==> src/rtl/decode_alu_pipe_pkg.sv <==
// Shared types for the RV32 ALU decode stage: ALU operation codes, opcode and
// funct7 constants, the decoded-entry struct and the funct3 lookup helpers.
package decode_alu_pipe_pkg;

    typedef enum logic [4:0] {
        ALU_ADD    = 5'd0,
        ALU_SUB    = 5'd1,
        ALU_SLL    = 5'd2,
        ALU_SLT    = 5'd3,
        ALU_SLTU   = 5'd4,
        ALU_XOR    = 5'd5,
        ALU_SRL    = 5'd6,
        ALU_SRA    = 5'd7,
        ALU_OR     = 5'd8,
        ALU_AND    = 5'd9,
        ALU_MUL    = 5'd10,
        ALU_MULH   = 5'd11,
        ALU_MULHSU = 5'd12,
        ALU_MULHU  = 5'd13,
        ALU_DIV    = 5'd14,
        ALU_DIVU   = 5'd15,
        ALU_REM    = 5'd16,
        ALU_REMU   = 5'd17,
        ALU_NOP    = 5'd31
    } alu_ctrl_e;

    localparam logic [6:0] OPC_OP     = 7'h33;
    localparam logic [6:0] OPC_OP_IMM = 7'h13;

    localparam logic [6:0] F7_BASE   = 7'h00;
    localparam logic [6:0] F7_ALT    = 7'h20;
    localparam logic [6:0] F7_MULDIV = 7'h01;

    // Immediate is held at 32 bits; the top sign-extends it to XLEN on output.
    typedef struct packed {
        logic [4:0]  rs1;
        logic [4:0]  rs2;
        logic [4:0]  rd;
        logic [31:0] imm;
        logic        use_imm;
        alu_ctrl_e   alu_ctrl;
        logic        illegal;
    } decoded_t;

    localparam decoded_t ENTRY_RESET = '{
        rs1: 5'd0, rs2: 5'd0, rd: 5'd0, imm: 32'd0,
        use_imm: 1'b0, alu_ctrl: ALU_NOP, illegal: 1'b0
    };

    // Illegal instructions carry no operand information downstream.
    localparam decoded_t ENTRY_ILLEGAL = '{
        rs1: 5'd0, rs2: 5'd0, rd: 5'd0, imm: 32'd0,
        use_imm: 1'b0, alu_ctrl: ALU_NOP, illegal: 1'b1
    };

    // Base integer funct3 map shared by OP and OP-IMM.
    function automatic alu_ctrl_e base_alu(input logic [2:0] funct3);
        alu_ctrl_e op;
        case (funct3)
            3'd0:    op = ALU_ADD;
            3'd1:    op = ALU_SLL;
            3'd2:    op = ALU_SLT;
            3'd3:    op = ALU_SLTU;
            3'd4:    op = ALU_XOR;
            3'd5:    op = ALU_SRL;
            3'd6:    op = ALU_OR;
            default: op = ALU_AND;
        endcase
        return op;
    endfunction

    // M-extension funct3 map.
    function automatic alu_ctrl_e muldiv_alu(input logic [2:0] funct3);
        alu_ctrl_e op;
        case (funct3)
            3'd0:    op = ALU_MUL;
            3'd1:    op = ALU_MULH;
            3'd2:    op = ALU_MULHSU;
            3'd3:    op = ALU_MULHU;
            3'd4:    op = ALU_DIV;
            3'd5:    op = ALU_DIVU;
            3'd6:    op = ALU_REM;
            default: op = ALU_REMU;
        endcase
        return op;
    endfunction

endpackage

==> src/rtl/decode_alu_pipe_if.sv <==
// Instruction-in / decoded-out handshake bundle for the ALU decode stage.
// master: the surrounding pipeline (fetch side drives, execute side accepts).
// slave:  the decode stage itself.
interface decode_alu_pipe_if
    import decode_alu_pipe_pkg::*;
#(
    parameter int XLEN = 32
);

    logic            in_valid;
    logic            in_ready;
    logic [31:0]     in_instr;

    logic            out_valid;
    logic            out_ready;
    logic [4:0]      out_rs1;
    logic [4:0]      out_rs2;
    logic [4:0]      out_rd;
    logic [XLEN-1:0] out_imm;
    logic            out_use_imm;
    alu_ctrl_e       out_alu_ctrl;
    logic            out_illegal;

    modport master (
        output in_valid, in_instr, out_ready,
        input  in_ready, out_valid, out_rs1, out_rs2, out_rd,
               out_imm, out_use_imm, out_alu_ctrl, out_illegal
    );

    modport slave (
        input  in_valid, in_instr, out_ready,
        output in_ready, out_valid, out_rs1, out_rs2, out_rd,
               out_imm, out_use_imm, out_alu_ctrl, out_illegal
    );

endinterface

==> src/rtl/decode_alu_comb.sv <==
// Pure combinational RV32 OP / OP-IMM decoder: instruction word -> decoded_t.
module decode_alu_comb
    import decode_alu_pipe_pkg::*;
#(
    parameter bit ENABLE_M = 1'b0
) (
    input  logic [31:0] instr,
    output decoded_t    dec
);

    logic [6:0] opcode;
    logic [6:0] funct7;
    logic [2:0] funct3;
    logic [4:0] rd;
    logic [4:0] rs1;
    logic [4:0] rs2;

    assign opcode = instr[6:0];
    assign rd     = instr[11:7];
    assign funct3 = instr[14:12];
    assign rs1    = instr[19:15];
    assign rs2    = instr[24:20];
    assign funct7 = instr[31:25];

    decoded_t raw;
    logic     legal;

    // Field extraction and legality check per opcode/funct3/funct7.
    always_comb begin
        // NOTE: every combinational output gets a default before any branch,
        // so no path leaves it unassigned and no latch is inferred.
        raw   = ENTRY_RESET;
        legal = 1'b0;

        case (opcode)
            OPC_OP: begin
                raw.rs1 = rs1;
                raw.rs2 = rs2;
                raw.rd  = rd;
                case (funct7)
                    F7_BASE: begin
                        raw.alu_ctrl = base_alu(funct3);
                        legal        = 1'b1;
                    end
                    F7_ALT: begin
                        if (funct3 == 3'd0) begin
                            raw.alu_ctrl = ALU_SUB;
                            legal        = 1'b1;
                        end else if (funct3 == 3'd5) begin
                            raw.alu_ctrl = ALU_SRA;
                            legal        = 1'b1;
                        end
                    end
                    F7_MULDIV: begin
                        if (ENABLE_M) begin
                            raw.alu_ctrl = muldiv_alu(funct3);
                            legal        = 1'b1;
                        end
                    end
                    default: ;
                endcase
            end

            OPC_OP_IMM: begin
                raw.rs1     = rs1;
                raw.rd      = rd;
                raw.use_imm = 1'b1;
                raw.imm     = {{20{instr[31]}}, instr[31:20]};
                case (funct3)
                    3'd1: begin
                        raw.imm = {27'd0, rs2};
                        if (funct7 == F7_BASE) begin
                            raw.alu_ctrl = ALU_SLL;
                            legal        = 1'b1;
                        end
                    end
                    3'd5: begin
                        raw.imm = {27'd0, rs2};
                        if (funct7 == F7_BASE) begin
                            raw.alu_ctrl = ALU_SRL;
                            legal        = 1'b1;
                        end else if (funct7 == F7_ALT) begin
                            raw.alu_ctrl = ALU_SRA;
                            legal        = 1'b1;
                        end
                    end
                    default: begin
                        raw.alu_ctrl = base_alu(funct3);
                        legal        = 1'b1;
                    end
                endcase
            end

            default: ;
        endcase

        dec = legal ? raw : ENTRY_ILLEGAL;
    end

endmodule

==> src/rtl/decode_alu_pipe.sv <==
// Registered ALU decode stage: main output register plus one skid register,
// synchronous flush, and saturating accepted/illegal instruction counters.
module decode_alu_pipe
    import decode_alu_pipe_pkg::*;
#(
    parameter int XLEN     = 32,
    parameter bit ENABLE_M = 1'b0,
    parameter int CNT_W    = 16
) (
    input  logic             clk,
    input  logic             rst_n,
    input  logic             flush,
    decode_alu_pipe_if.slave bus,
    output logic [CNT_W-1:0] cnt_decoded,
    output logic [CNT_W-1:0] cnt_illegal
);

    localparam logic [CNT_W-1:0] CNT_MAX = '1;

    decoded_t dec;
    decoded_t main_q;
    decoded_t skid_q;
    logic     main_valid;
    logic     skid_valid;
    logic     accept;
    logic     pop;

    decode_alu_comb #(
        .ENABLE_M (ENABLE_M)
    ) u_decode (
        .instr (bus.in_instr),
        .dec   (dec)
    );

    // The skid register only fills while main is stalled, so a full skid is
    // exactly the condition for back-pressure upstream.
    assign bus.in_ready = rst_n && !skid_valid;
    assign accept       = bus.in_valid && bus.in_ready && !flush;
    assign pop          = main_valid && bus.out_ready;

    // Main/skid occupancy and payload; main refills from skid first to keep order.
    always_ff @(posedge clk or negedge rst_n) begin
        if (!rst_n) begin
            main_valid <= 1'b0;
            skid_valid <= 1'b0;
            // NOTE: payload registers are reset too, because out_* fields are
            // driven straight from main_q and must read as zero/NOP after reset.
            main_q     <= ENTRY_RESET;
            skid_q     <= ENTRY_RESET;
        end else if (flush) begin
            main_valid <= 1'b0;
            skid_valid <= 1'b0;
        end else if (!main_valid || pop) begin
            // NOTE: state updates use non-blocking assignments so every
            // register samples pre-edge values regardless of statement order.
            if (skid_valid) begin
                main_q     <= skid_q;
                main_valid <= 1'b1;
                skid_valid <= 1'b0;
            end else begin
                main_valid <= accept;
                if (accept) begin
                    main_q <= dec;
                end
            end
        end else if (accept) begin
            skid_q     <= dec;
            skid_valid <= 1'b1;
        end
    end

    // Saturating performance counters; flush does not clear them.
    always_ff @(posedge clk or negedge rst_n) begin
        if (!rst_n) begin
            cnt_decoded <= '0;
            cnt_illegal <= '0;
        end else if (accept) begin
            if (cnt_decoded != CNT_MAX) begin
                cnt_decoded <= cnt_decoded + CNT_W'(1);
            end
            if (dec.illegal && (cnt_illegal != CNT_MAX)) begin
                cnt_illegal <= cnt_illegal + CNT_W'(1);
            end
        end
    end

    assign bus.out_valid    = main_valid;
    assign bus.out_rs1      = main_q.rs1;
    assign bus.out_rs2      = main_q.rs2;
    assign bus.out_rd       = main_q.rd;
    assign bus.out_imm      = XLEN'($signed(main_q.imm));
    assign bus.out_use_imm  = main_q.use_imm;
    assign bus.out_alu_ctrl = main_q.alu_ctrl;
    assign bus.out_illegal  = main_q.illegal;

endmodule

==> src/flat_wrapper.sv <==
// flat-port wrapper written by rule: the top's interface ports become plain ports
module decode_alu_pipe_flat import decode_alu_pipe_pkg::*;
#(
    parameter int XLEN     = 32,
    parameter bit ENABLE_M = 1'b0,
    parameter int CNT_W    = 16
)
  (clk, rst_n, flush, cnt_decoded, cnt_illegal, bus_in_valid, bus_in_instr, bus_out_ready, bus_in_ready, bus_out_valid, bus_out_rs1, bus_out_rs2, bus_out_rd, bus_out_imm, bus_out_use_imm, bus_out_alu_ctrl, bus_out_illegal);
  decode_alu_pipe_if #(.XLEN(XLEN)) bus_i ();
  input  logic clk;
  input  logic rst_n;
  input  logic flush;
  output logic [CNT_W-1:0] cnt_decoded;
  output logic [CNT_W-1:0] cnt_illegal;
  input wire logic [$bits(bus_i.in_valid)-1:0] bus_in_valid;
  input wire logic [$bits(bus_i.in_instr)-1:0] bus_in_instr;
  input wire logic [$bits(bus_i.out_ready)-1:0] bus_out_ready;
  output wire logic [$bits(bus_i.in_ready)-1:0] bus_in_ready;
  output wire logic [$bits(bus_i.out_valid)-1:0] bus_out_valid;
  output wire logic [$bits(bus_i.out_rs1)-1:0] bus_out_rs1;
  output wire logic [$bits(bus_i.out_rs2)-1:0] bus_out_rs2;
  output wire logic [$bits(bus_i.out_rd)-1:0] bus_out_rd;
  output wire logic [$bits(bus_i.out_imm)-1:0] bus_out_imm;
  output wire logic [$bits(bus_i.out_use_imm)-1:0] bus_out_use_imm;
  output wire logic [$bits(bus_i.out_alu_ctrl)-1:0] bus_out_alu_ctrl;
  output wire logic [$bits(bus_i.out_illegal)-1:0] bus_out_illegal;
  assign bus_i.in_valid = bus_in_valid;
  assign bus_i.in_instr = bus_in_instr;
  assign bus_i.out_ready = bus_out_ready;
  assign bus_in_ready = bus_i.in_ready;
  assign bus_out_valid = bus_i.out_valid;
  assign bus_out_rs1 = bus_i.out_rs1;
  assign bus_out_rs2 = bus_i.out_rs2;
  assign bus_out_rd = bus_i.out_rd;
  assign bus_out_imm = bus_i.out_imm;
  assign bus_out_use_imm = bus_i.out_use_imm;
  assign bus_out_alu_ctrl = bus_i.out_alu_ctrl;
  assign bus_out_illegal = bus_i.out_illegal;
  decode_alu_pipe #(.XLEN(XLEN), .ENABLE_M(ENABLE_M), .CNT_W(CNT_W)) u_core (.clk(clk), .rst_n(rst_n), .flush(flush), .bus(bus_i), .cnt_decoded(cnt_decoded), .cnt_illegal(cnt_illegal));
endmodule
==> config.mk <==
export PLATFORM = sky130hd
export DESIGN_NAME = decode_alu_pipe_flat
export DESIGN_NICKNAME = d
export VERILOG_FILES = /design/src/rtl/decode_alu_pipe_pkg.sv /design/src/rtl/decode_alu_pipe_if.sv /design/src/rtl/decode_alu_comb.sv /design/src/rtl/decode_alu_pipe.sv /design/src/flat_wrapper.sv
export SDC_FILE = /design/constraint.sdc
export NUM_CORES = 1
export LEC_CHECK = 0
export ABC_CLOCK_PERIOD_IN_PS = 2900
export CAP_MARGIN = 30
export CORE_ASPECT_RATIO = 0.8
export CORE_MARGIN = 1.5
export CORE_UTILIZATION = 40
export CTS_BUF_LIST = sky130_fd_sc_hd__clkbuf_2
export DETAILED_ROUTE_END_ITERATION = 7
export PLACE_DENSITY = 0.66
export SLEW_MARGIN = 20
export SYNTH_ARGS = -nofsm -noshare
export SYNTH_HDL_FRONTEND = slang
export SYNTH_HIERARCHICAL = 1
export SYNTH_SLANG_ARGS = --single-unit
==> constraint.sdc <==
create_clock -name clk -period 2.9 [get_ports clk]
set_input_delay 0.435 -clock clk [delete_from_list [all_inputs] [get_ports clk]]
set_output_delay 0.435 -clock clk [all_outputs]
set_load 0.02 [all_outputs]
# Word-level counts from Yosys, hierarchy flattened
# Cells that the tools add are included.
[totals]
out_inout_bits = 88
reg_bits = 142
word_cells = 85
input_bits = 37
[op_classes]
muxes = 32
eq_ne = 11
reduce_logical = 20
addsub = 2
n_bitwise = 2
[ops]
columns = ["op", "n"]
rows = [
  ["two-way mux 54 bit", 3],
  ["two-way mux 5 bit", 8],
  ["two-way mux 33 bit", 1],
  ["adder 16 x 1 -> 16 bit (second input constant)", 2],
  ["two-way mux 32 bit", 1],
  ["inequality test 16 bit (second input constant)", 2],
  ["one-hot mux 5 bit (2 select lines)", 3],
  ["one-hot mux 4 bit (7 select lines)", 1],
  ["one-hot mux 4 bit (5 select lines)", 1],
  ["equality test 7 x 6 -> 1 bit (second input constant)", 2],
  ["two-way mux 1 bit", 11],
  ["equality test 3 bit (second input constant)", 3],
  ["equality test 7 x 5 -> 1 bit (second input constant)", 1],
  ["logical NOT 7 bit", 1],
  ["equality test 3 x 2 -> 1 bit (second input constant)", 2],
  ["one-hot mux 1 bit (2 select lines)", 3],
  ["AND reduction 3 bit", 2],
  ["logical AND 1 bit", 5],
  ["AND reduction 2 bit", 2],
  ["nonzero test 2 bit", 2],
  ["OR reduction 2 bit", 2],
  ["equality test 3 x 1 -> 1 bit (second input constant)", 1],
  ["logical NOT 1 bit", 3],
  ["logical NOT 3 bit", 1],
  ["3 further kinds", 4],
]

# Longest topological paths before layout
# Gate-level depths: netlist (run 1).
[depth]
depth_word = 8
ltp_mapped = 9
depth_no_buf = 8

# By module
# The synthesis (run 1) kept the hierarchy.
[modules_own_cells]
columns = ["mod", "area_per_inst_um2", "n_inst", "seq_area_each_um2", "cells_per_inst"]
rows = [
  ["decode_alu_pipe", 6174.7, 1, 3565.9, 510],
  ["decode_alu_comb", 631.9, 1, 0.0, 96],
]

# Worst setup path before layout (run 1)
# No wires, ideal clock.
[synth_timing]
path_type = "input-to-reg"
start = "in bus_in_instr[14]"
end = "reg u_core.cnt_illegal[11]"
required_time_ns = 2.820
setup_time_ns = 0.080
cell_stages = 9
n_path_buf = 1
arrival_time_ns = 2.404
path_slack_ns = 0.416
cell_sequence = "clkbuf_1 xor2_1 o21ai_0 a2bb2oi_1 or2_2 nand2_1 or4_4 nor3_2 xnor2_1"
[synth_rtl]
columns = ["element", "line_no", "text"]
rows = [
  ["start, declared", "flat_wrapper.sv:16", "input wire logic [$bits(bus_i.in_instr)-1:0] bus_in_instr;"],
  ["end signal, assigned", "decode_alu_pipe.sv:82", "cnt_illegal <= cnt_illegal + CNT_W'(1);"],
  ["end, declared", "decode_alu_pipe.sv:15", "output logic [CNT_W-1:0] cnt_illegal"],
]

# Worst setup path in the final report (run 1)
[layout_timing]
start = "in rst_n"
end = "out bus_in_ready"
[layout_between]
elab_chain_len = 1
[layout_lines]
columns = ["element", "line_no", "text"]
rows = [
  ["start, declared", "flat_wrapper.sv:11", "input logic rst_n;"],
  ["logical AND 1 bit", "decode_alu_pipe.sv:37", "assign bus.in_ready = rst_n && !skid_valid;"],
  ["end, declared", "flat_wrapper.sv:18", "output wire logic [$bits(bus_i.in_ready)-1:0] bus_in_ready;"],
]
# No other way between the ends.

==> results of run 1 <==
==> state kept, by name, indices dropped and copies added, names as in the netlist <==
register and cells:
u_core/bus.out_illegal 1, u_core/cnt_illegal 16, u_core/bus.out_alu_ctrl 5, u_core/bus.out_imm 32
u_core/bus.out_rs2 5, u_core/skid_q 54, u_core/bus.out_rs1 5, u_core/bus.out_use_imm 1
u_core/cnt_decoded 16, u_core/skid_valid 1, u_core/bus.out_valid 1, u_core/bus.out_rd 5
==> logic make-up after synthesis <==
group / count (synthesis) / synth area share (%)
buf+inv: 55 / 4.49
xor+xnor: 27 / 3.47
flops: 142 / 52.4
compound gates: 76 / 6.20
mux: 110 / 17.2
simple gates: 194 / 15.9
fa+ha+maj: 2 / 0.368
==> stage by stage <==
stage	power [mW]	instances
6_report	4.50	953
5_1_grt	4.78	953
4_1_cts	4.57	952
3_5_place_dp	3.55	919
3_3_place_gp	3.52	919
2_1_floorplan	2.93	606
==> power groups by stage <==
stage	Clock [mW]	Sequential, mW	Combinational, mW
2_1_floorplan	0	2.64	0.292
3_3_place_gp	0	2.43	1.09
3_5_place_dp	0	2.44	1.11
4_1_cts	1.05	2.40	1.12
5_1_grt	1.14	2.44	1.20
6_report	0.997	2.40	1.11
==> metal layers <==
layer  vias to the layer above  routed length [um]  track usage, %
met5                         -                   0               0
met4                         0                 269            5.94
met3                        21                 508            4.87
met2                        92                6900            27.6
met1                      2362                6950            23.9
li1                       2343                   -               -
==> layout make-up <==
| cell class | instances | area [um2] | area share, % |
|---|---|---|---|
| timing repair buffer | 143 | 1430 | 16.9 |
| inverter | 6 | 22.5 | 0.267 |
| clock inverter | 13 | 100 | 1.19 |
| multi-input combinational | 409 | 2940 | 34.9 |
| antenna | 1 | 2.50 | 0.0297 |
| sequential | 142 | 3570 | 42.3 |
| tap | 220 | 275 | 3.26 |
| clock buffer | 19 | 95.1 | 1.13 |
==> worst max-delay path by stage <==
| stage | startpoint | endpoint | slack [ns] | depth (start not counted) |
|---|---|---|---|---|
| floorplan | bus_in_instr[14] | u_core/cnt_illegal[11] | 0.42 | 9 |
| global placement | bus_in_instr[25] | u_core/cnt_illegal[0] | 0.01 | 9 |
| detailed placement | bus_in_instr[12] | u_core/cnt_illegal[8] | -0.03 | 9 |
| CTS | u_core/skid_valid | bus_in_ready | 0.26 | 2 |
| global route | rst_n | bus_in_ready | 0.19 | 4 |
| finish | rst_n | bus_in_ready | 0.27 | 4 |
==> Yosys cell counts (13+ instances only) <==
cell	count	area share, %
sky130_fd_sc_hd__buf_2	13	0.96
sky130_fd_sc_hd__a21oi_1	61	4.5
sky130_fd_sc_hd__mux2i_1	54	7.9
sky130_fd_sc_hd__clkbuf_1	14	0.77
sky130_fd_sc_hd__nor3_1	14	1.0
sky130_fd_sc_hd__mux2_2	56	9.3
sky130_fd_sc_hd__nand2_1	13	0.72
sky130_fd_sc_hd__nor3b_1	13	1.4
sky130_fd_sc_hd__nand3_1	18	1.3
sky130_fd_sc_hd__nor2_1	68	3.7
sky130_fd_sc_hd__buf_4	20	2.2
sky130_fd_sc_hd__xor2_1	20	2.6
sky130_fd_sc_hd__and2_1	18	1.7
sky130_fd_sc_hd__dfrtp_1	132	49
==> worst register-to-register path, cell delays in order (launching register included) <==
cell	delay [ns]
sky130_fd_sc_hd__dfrtp_1	0.47
sky130_fd_sc_hd__ha_1	0.24
sky130_fd_sc_hd__nand4_1	0.21
sky130_fd_sc_hd__nor4_4	0.58
sky130_fd_sc_hd__nor2_2	0.08
sky130_fd_sc_hd__buf_4	0.15
sky130_fd_sc_hd__xor2_1	0.13
==> what timing repair did <==
action / 4_1_cts / 5_1_grt
hold buffers: 1 / 0
hold endpoints to repair: 20 / 0
gates resized for setup: 0 / 0
buffers inserted: 0 / 0
==> impl_results.md, run 1 <==
* Status: completed
* Clk_skew at 0.0360 ns
* Net total in the final layout at 758
* Endpoint of the most critical register-to-register path: u_core/cnt_illegal[0]
* Clock Power Share at 22.1%
* Number of enable-type register cells in the synthesized netlist at 0
* DIE AREA at 0.0178 mm2
* Worst IR drop on VDD at 0.384 mV
* Synth Register Bits at 142
* Via count of the first global-routing pass at 4872
* Max-slew violation count at 0
* Placement row count at 42
* Kind of end point of the critical path: output port
* Number of vias per cell after detailed routing at 5.06
* Share of total power in sequential cells at 53.3%
* Worst setup path class: input port to output port
* Relative contribution of combinational cells to total power at 24.6%
* Startpoint types: input port
* Worst-case headroom to the max-slew limit at 38.4%
* Number of DRC markers in iteration 0 at 229
* Setup-failing EPs final at 0
* Overall global routing resource usage at 17.7%
* Pre-CTS setup slack at -0.0268 ns
* TritonCTS clock tree: done
* Worst path cell trace: dlygate4sd3_1 > buf_6 > nor2b_1 > clkdlybuf4s50_1
* Post-detailed-placement half-perimeter wirelength at 9860 um
* GP Congestion at 0.857
* Depth of the CTS H-tree at 4
* Net switching component of the power at 1.45 mW
* Final cell utilization of the core at 50.8%
* Critical-path maximum fanout at 26
* Delay contributed by the slowest stage of the critical path at 0.72 ns
* First-pass GRT wire length at 24700 um
* Worst Setup Slack, final at 0.272 ns
* Drc violations at 0
* Commonest non-fill, non-tap cell in the layout: sky130_fd_sc_hd__dfrtp_1
* Maximum number of pins on one net before global-route repair at 109
* Yosys synthesis warning count at 6
* Number of maximum-capacitance constraint violations at 0
* Layout cells sized above 1 at 17.8%
* Register-to-register path setup slack at 0.93 ns
* R2r worst-path depth at 6
* Post-Route WL at 14600 um
* Commonest non-fill, non-tap cells in the layout: 131 x sky130_fd_sc_hd__dfrtp_1, 123 x sky130_fd_sc_hd__clkdlybuf4s50_1, 68 x sky130_fd_sc_hd__nor2_1
* Buffer cell driving the clock tree root: sky130_fd_sc_hd__clkbuf_2
* Routed wirelength normalized by instance count at 15.3 um
* Post-Place Cell Area at 0.00822 mm2
* Synth unique cells at 51
* Antenna violations before repair at 1
* Static power due to leakage at 3.55 nW
* Chip height at 120 um
* Maximum clock insertion buffer count at 2
* Final TNS setup at 0 ns
* Switching share of power at 32.2%
* Relative area change from synthesis to final layout at 23.9%
* Crit path required time at 2.47 ns
* Gate Count Post-Synth at 606
* Cell internal power dissipation at 3.05 mW
* Fin crit period at 2.63 ns
* Slew at the pin closest to its max-slew limit at 0.924 ns
* Number of nets produced by synthesis at 645
* Number of buffers inserted by port buffering at 124
* Achievable Freq at 0.381 GHz
* Final antenna-violating net count at 0
* Post-route clock period utilization at 90.6%
* Seq/Total Area, Yosys at 52.4%
* Via count of the routed design at 4818
* Number of buffers created by CTS at 17
* Netlist area before placement at 0.00681 mm2
* Count of clock tree sinks at 142
* Clock latency of the later-clocked register in the worst-skew pair at 0.68 ns
* Cell type group with the largest total delay on the critical path: buffers and inverters
* Filler cells at 1525
* Count of pins on the block boundary at 125
* Hold Violations, Final at 0
* Most frequently used flop master after synthesis: sky130_fd_sc_hd__dfrtp_1
* Tightest Hold Check Type: input port to asynchronous set/reset pin
* Setup repair after global routing missed its margin: false
* CTS clk-pin slew, worst paths at 0.20 ns
* Smallest hold slack at 0.190 ns
* Buffering stage count on the worst path with inverters included at 3
* R2r startpoint: u_core/cnt_illegal[1]
* Total core area at 0.0166 mm2
* Worst path arrival time at 2.19 ns
* Slowest-stage cell, CP: sky130_fd_sc_hd__clkdlybuf4s50_1
* Post-synth ARST share at 100%
* Width of the die at 149 um
* Initial core utilization at 41.0%
* Synthesized area per cell at 11.2 um2
* Final global-route overflow total at 0
* DR pass1 iterations at 4
* Finished Cell Area at 0.00843 mm2
* Power density of the placed cells at 534 mW/mm2
Power figures use the tool's default switching activity.
==> run 2: changes to the inputs <==
--- a/config.mk
+++ b/config.mk
@@ -9,10 +9,10 @@
 export CAP_MARGIN = 30
 export CORE_ASPECT_RATIO = 0.8
 export CORE_MARGIN = 1.5
-export CORE_UTILIZATION = 40
+export CORE_UTILIZATION = 49
 export CTS_BUF_LIST = sky130_fd_sc_hd__clkbuf_2
 export DETAILED_ROUTE_END_ITERATION = 7
-export PLACE_DENSITY = 0.66
+export PLACE_DENSITY = 0.77
 export SLEW_MARGIN = 20
 export SYNTH_ARGS = -nofsm -noshare
 export SYNTH_HDL_FRONTEND = slang
==> impl_results.md, run 2 (same netlist as run 1, synthesis figures left out) <==
* Slowest-stage cell, CP: sky130_fd_sc_hd__clkdlybuf4s50_1 (unchanged)
* Clock latency of the later-clocked register in the worst-skew pair at 0.71 ns (was 0.68 ns)
* Final global-route overflow total at 0 (unchanged)
* Count of pins on the block boundary at 125 (unchanged)
* Post-Route WL at 14200 um (was 14600 um)
* Number of DRC markers in iteration 0 at 223 (was 229)
* Number of buffers created by CTS at 17 (unchanged)
* Cell type group with the largest total delay on the critical path: buffers and inverters (unchanged)
* Achievable Freq at 0.399 GHz (was 0.381 GHz)
* Commonest non-fill, non-tap cell in the layout: sky130_fd_sc_hd__dfrtp_1 (unchanged)
* Worst IR drop on VDD at 0.413 mV (was 0.384 mV)
* Clk_skew at 0.0227 ns (was 0.0360 ns)
* Crit path required time at 2.47 ns (about the same)
* Worst setup path class: input port to output port (unchanged)
* Commonest non-fill, non-tap cells in the layout: 131 x sky130_fd_sc_hd__dfrtp_1, 123 x sky130_fd_sc_hd__clkdlybuf4s50_1, 68 x sky130_fd_sc_hd__nor2_1 (unchanged)
* Net total in the final layout at 758 (unchanged)
* Maximum number of pins on one net before global-route repair at 109 (unchanged)
* Kind of end point of the critical path: output port (unchanged)
* Chip height at 108 um (was 120 um)
* Flip-flop count of the largest register, all copies and words added at 54 (unchanged)
* Setup-failing EPs final at 0 (unchanged)
* Max-slew violation count at 0 (unchanged)
* Register name with the most flops: u_core/skid_q (unchanged)
* Antenna violations before repair at 1 (unchanged)
* Critical-path maximum fanout at 16 (was 26)
* Worst path arrival time at 2.07 ns (was 2.19 ns)
* First-pass GRT wire length at 23100 um (was 24700 um)
* Power density of the placed cells at 571 mW/mm2 (was 534 mW/mm2)
* Status: completed (unchanged)
* Depth of the CTS H-tree at 4 (unchanged)
* Count of clock tree sinks at 142 (unchanged)
* Final antenna-violating net count at 0 (unchanged)
* Buffer cell driving the clock tree root: sky130_fd_sc_hd__clkbuf_2 (unchanged)
* Static power due to leakage at 3.61 nW (was 3.55 nW)
* Relative area change from synthesis to final layout at 24.5% (was 23.9%)
* Fin crit period at 2.51 ns (was 2.63 ns)
* Post-route clock period utilization at 86.5% (was 90.6%)
* Initial core utilization at 50.2% (was 41.0%)
* Via count of the first global-routing pass at 4699 (was 4872)
* Layout cells sized above 1 at 17.8% (unchanged)
* Final cell utilization of the core at 62.5% (was 50.8%)
* TritonCTS clock tree: done (unchanged)
* Drc violations at 0 (unchanged)
* Final TNS setup at 0 ns (unchanged)
* Buffering stage count on the worst path with inverters included at 3 (unchanged)
* Number of maximum-capacitance constraint violations at 0 (unchanged)
* Number of vias per cell after detailed routing at 5.28 (was 5.06)
* Width of the die at 135 um (was 149 um)
* Maximum clock insertion buffer count at 2 (unchanged)
* Worst path cell trace: dlygate4sd3_1 > buf_6 > nor2b_1 > clkdlybuf4s50_1 (unchanged)
* Worst-case headroom to the max-slew limit at 38.9% (was 38.4%)
* Routed wirelength normalized by instance count at 15.6 um (was 15.3 um)
* Overall global routing resource usage at 20.4% (was 17.7%)
* DIE AREA at 0.0146 mm2 (was 0.0178 mm2)
* GP Congestion at 0.923 (was 0.857)
* Delay contributed by the slowest stage of the critical path at 0.70 ns (was 0.72 ns)
* Via count of the routed design at 4819 (was 4818)
* CTS clk-pin slew, worst paths at 0.20 ns (about the same)
* Total core area at 0.0136 mm2 (was 0.0166 mm2)
* Placement row count at 38 (was 42)
* DR pass1 iterations at 4 (unchanged)
* Slew at the pin closest to its max-slew limit at 0.917 ns (was 0.924 ns)
* Setup repair after global routing missed its margin: false (unchanged)
* Number of post-CTS setup repair buffers at 0 (unchanged)
* Hold Violations, Final at 0 (unchanged)
* Startpoint types: input port (unchanged)
* Tightest Hold Check Type: input port to asynchronous set/reset pin (unchanged)
* Post-detailed-placement half-perimeter wirelength at 9730 um (was 9860 um)
* Number of buffers inserted by port buffering at 124 (unchanged)
## run 2: cell count changes in the layout (fill, tap and decap cells not counted), sizes merged
cell	before	now
clkinvlp	4	1
clkbuf	19	18
bufinv	1	5
## run 2: final cells by class
class / instances / area [um2]
sequential: 142 / 3570
multi-input combinational: 409 / 2940
inverter: 6 / 22.5
timing repair buffer: 143 / 1430
fill: 1086 / 5080
antenna: 1 / 2.50
tap: 180 / 225
clock inverter: 14 / 198
clock buffer: 18 / 90.1
## run 2: repair_timing
| action | CTS | global route |
|---|---|---|
| gates resized for setup | 0 | 0 |
| endpoints found under the hold margin | 95 | 0 |
| hold buffers | 1 | 0 |
## run 2: routing by layer
layer	track usage (%)	routed length [um]
met4	9.14	384
met3	5.25	484
met1	27.7	6870
met5	0	0
met2	31.1	6470
## run 2: through the flow
stage | cells | hold slack [ns] | total power, mW | cell area (um2) | worst slack [ns]
floorplan | 606 | 0.139 | 2.93 | 6810 | 0.416
global placement | 879 | 0.274 | 3.51 | 8170 | -0.000383
detailed placement | 879 | 0.275 | 3.55 | 8170 | -0.0281
CTS | 912 | 0.0209 | 4.89 | 8470 | 0.302
global route | 913 | 0.0222 | 5.07 | 8470 | 0.243
finish | 913 | 0.0942 | 4.84 | 8470 | 0.392
## run 2: report_power, final
part	total [mW]	internal, mW	switching [mW]
combinational	1.11	0.545	0.567
sequential	2.39	2.21	0.187
clock	1.33	0.643	0.691
total	4.84	3.39	1.45
## run 2: final timing paths
| check | from | end | slack, ns | cells after the start |
|---|---|---|---|---|
| worst max-delay path | rst_n | bus_in_ready | 0.39 | 4 |
| max in group asynchronous | rst_n | u_core/skid_q[2] | 1.30 | 4 |
| worst min-delay path | rst_n | u_core/bus.out_valid | 0.09 | 2 |
| worst min register to register | u_core/bus.out_alu_ctrl[2] | u_core/bus.out_alu_ctrl[2] | 0.52 | 2 |
| worst max register to register | u_core/cnt_illegal[0] | u_core/cnt_illegal[1] | 0.91 | 5 |
| min in group clk | flush | u_core/bus.out_valid | 0.39 | 2 |
==> run 3: changes to the inputs <==
--- a/config.mk
+++ b/config.mk
@@ -5,7 +5,6 @@
 export SDC_FILE = /design/constraint.sdc
 export NUM_CORES = 1
 export LEC_CHECK = 0
-export ABC_CLOCK_PERIOD_IN_PS = 2900
 export CAP_MARGIN = 30
 export CORE_ASPECT_RATIO = 0.8
 export CORE_MARGIN = 1.5
==> results of run 3 <==
Final layout, timing and power as in run 2 (identical DEF).
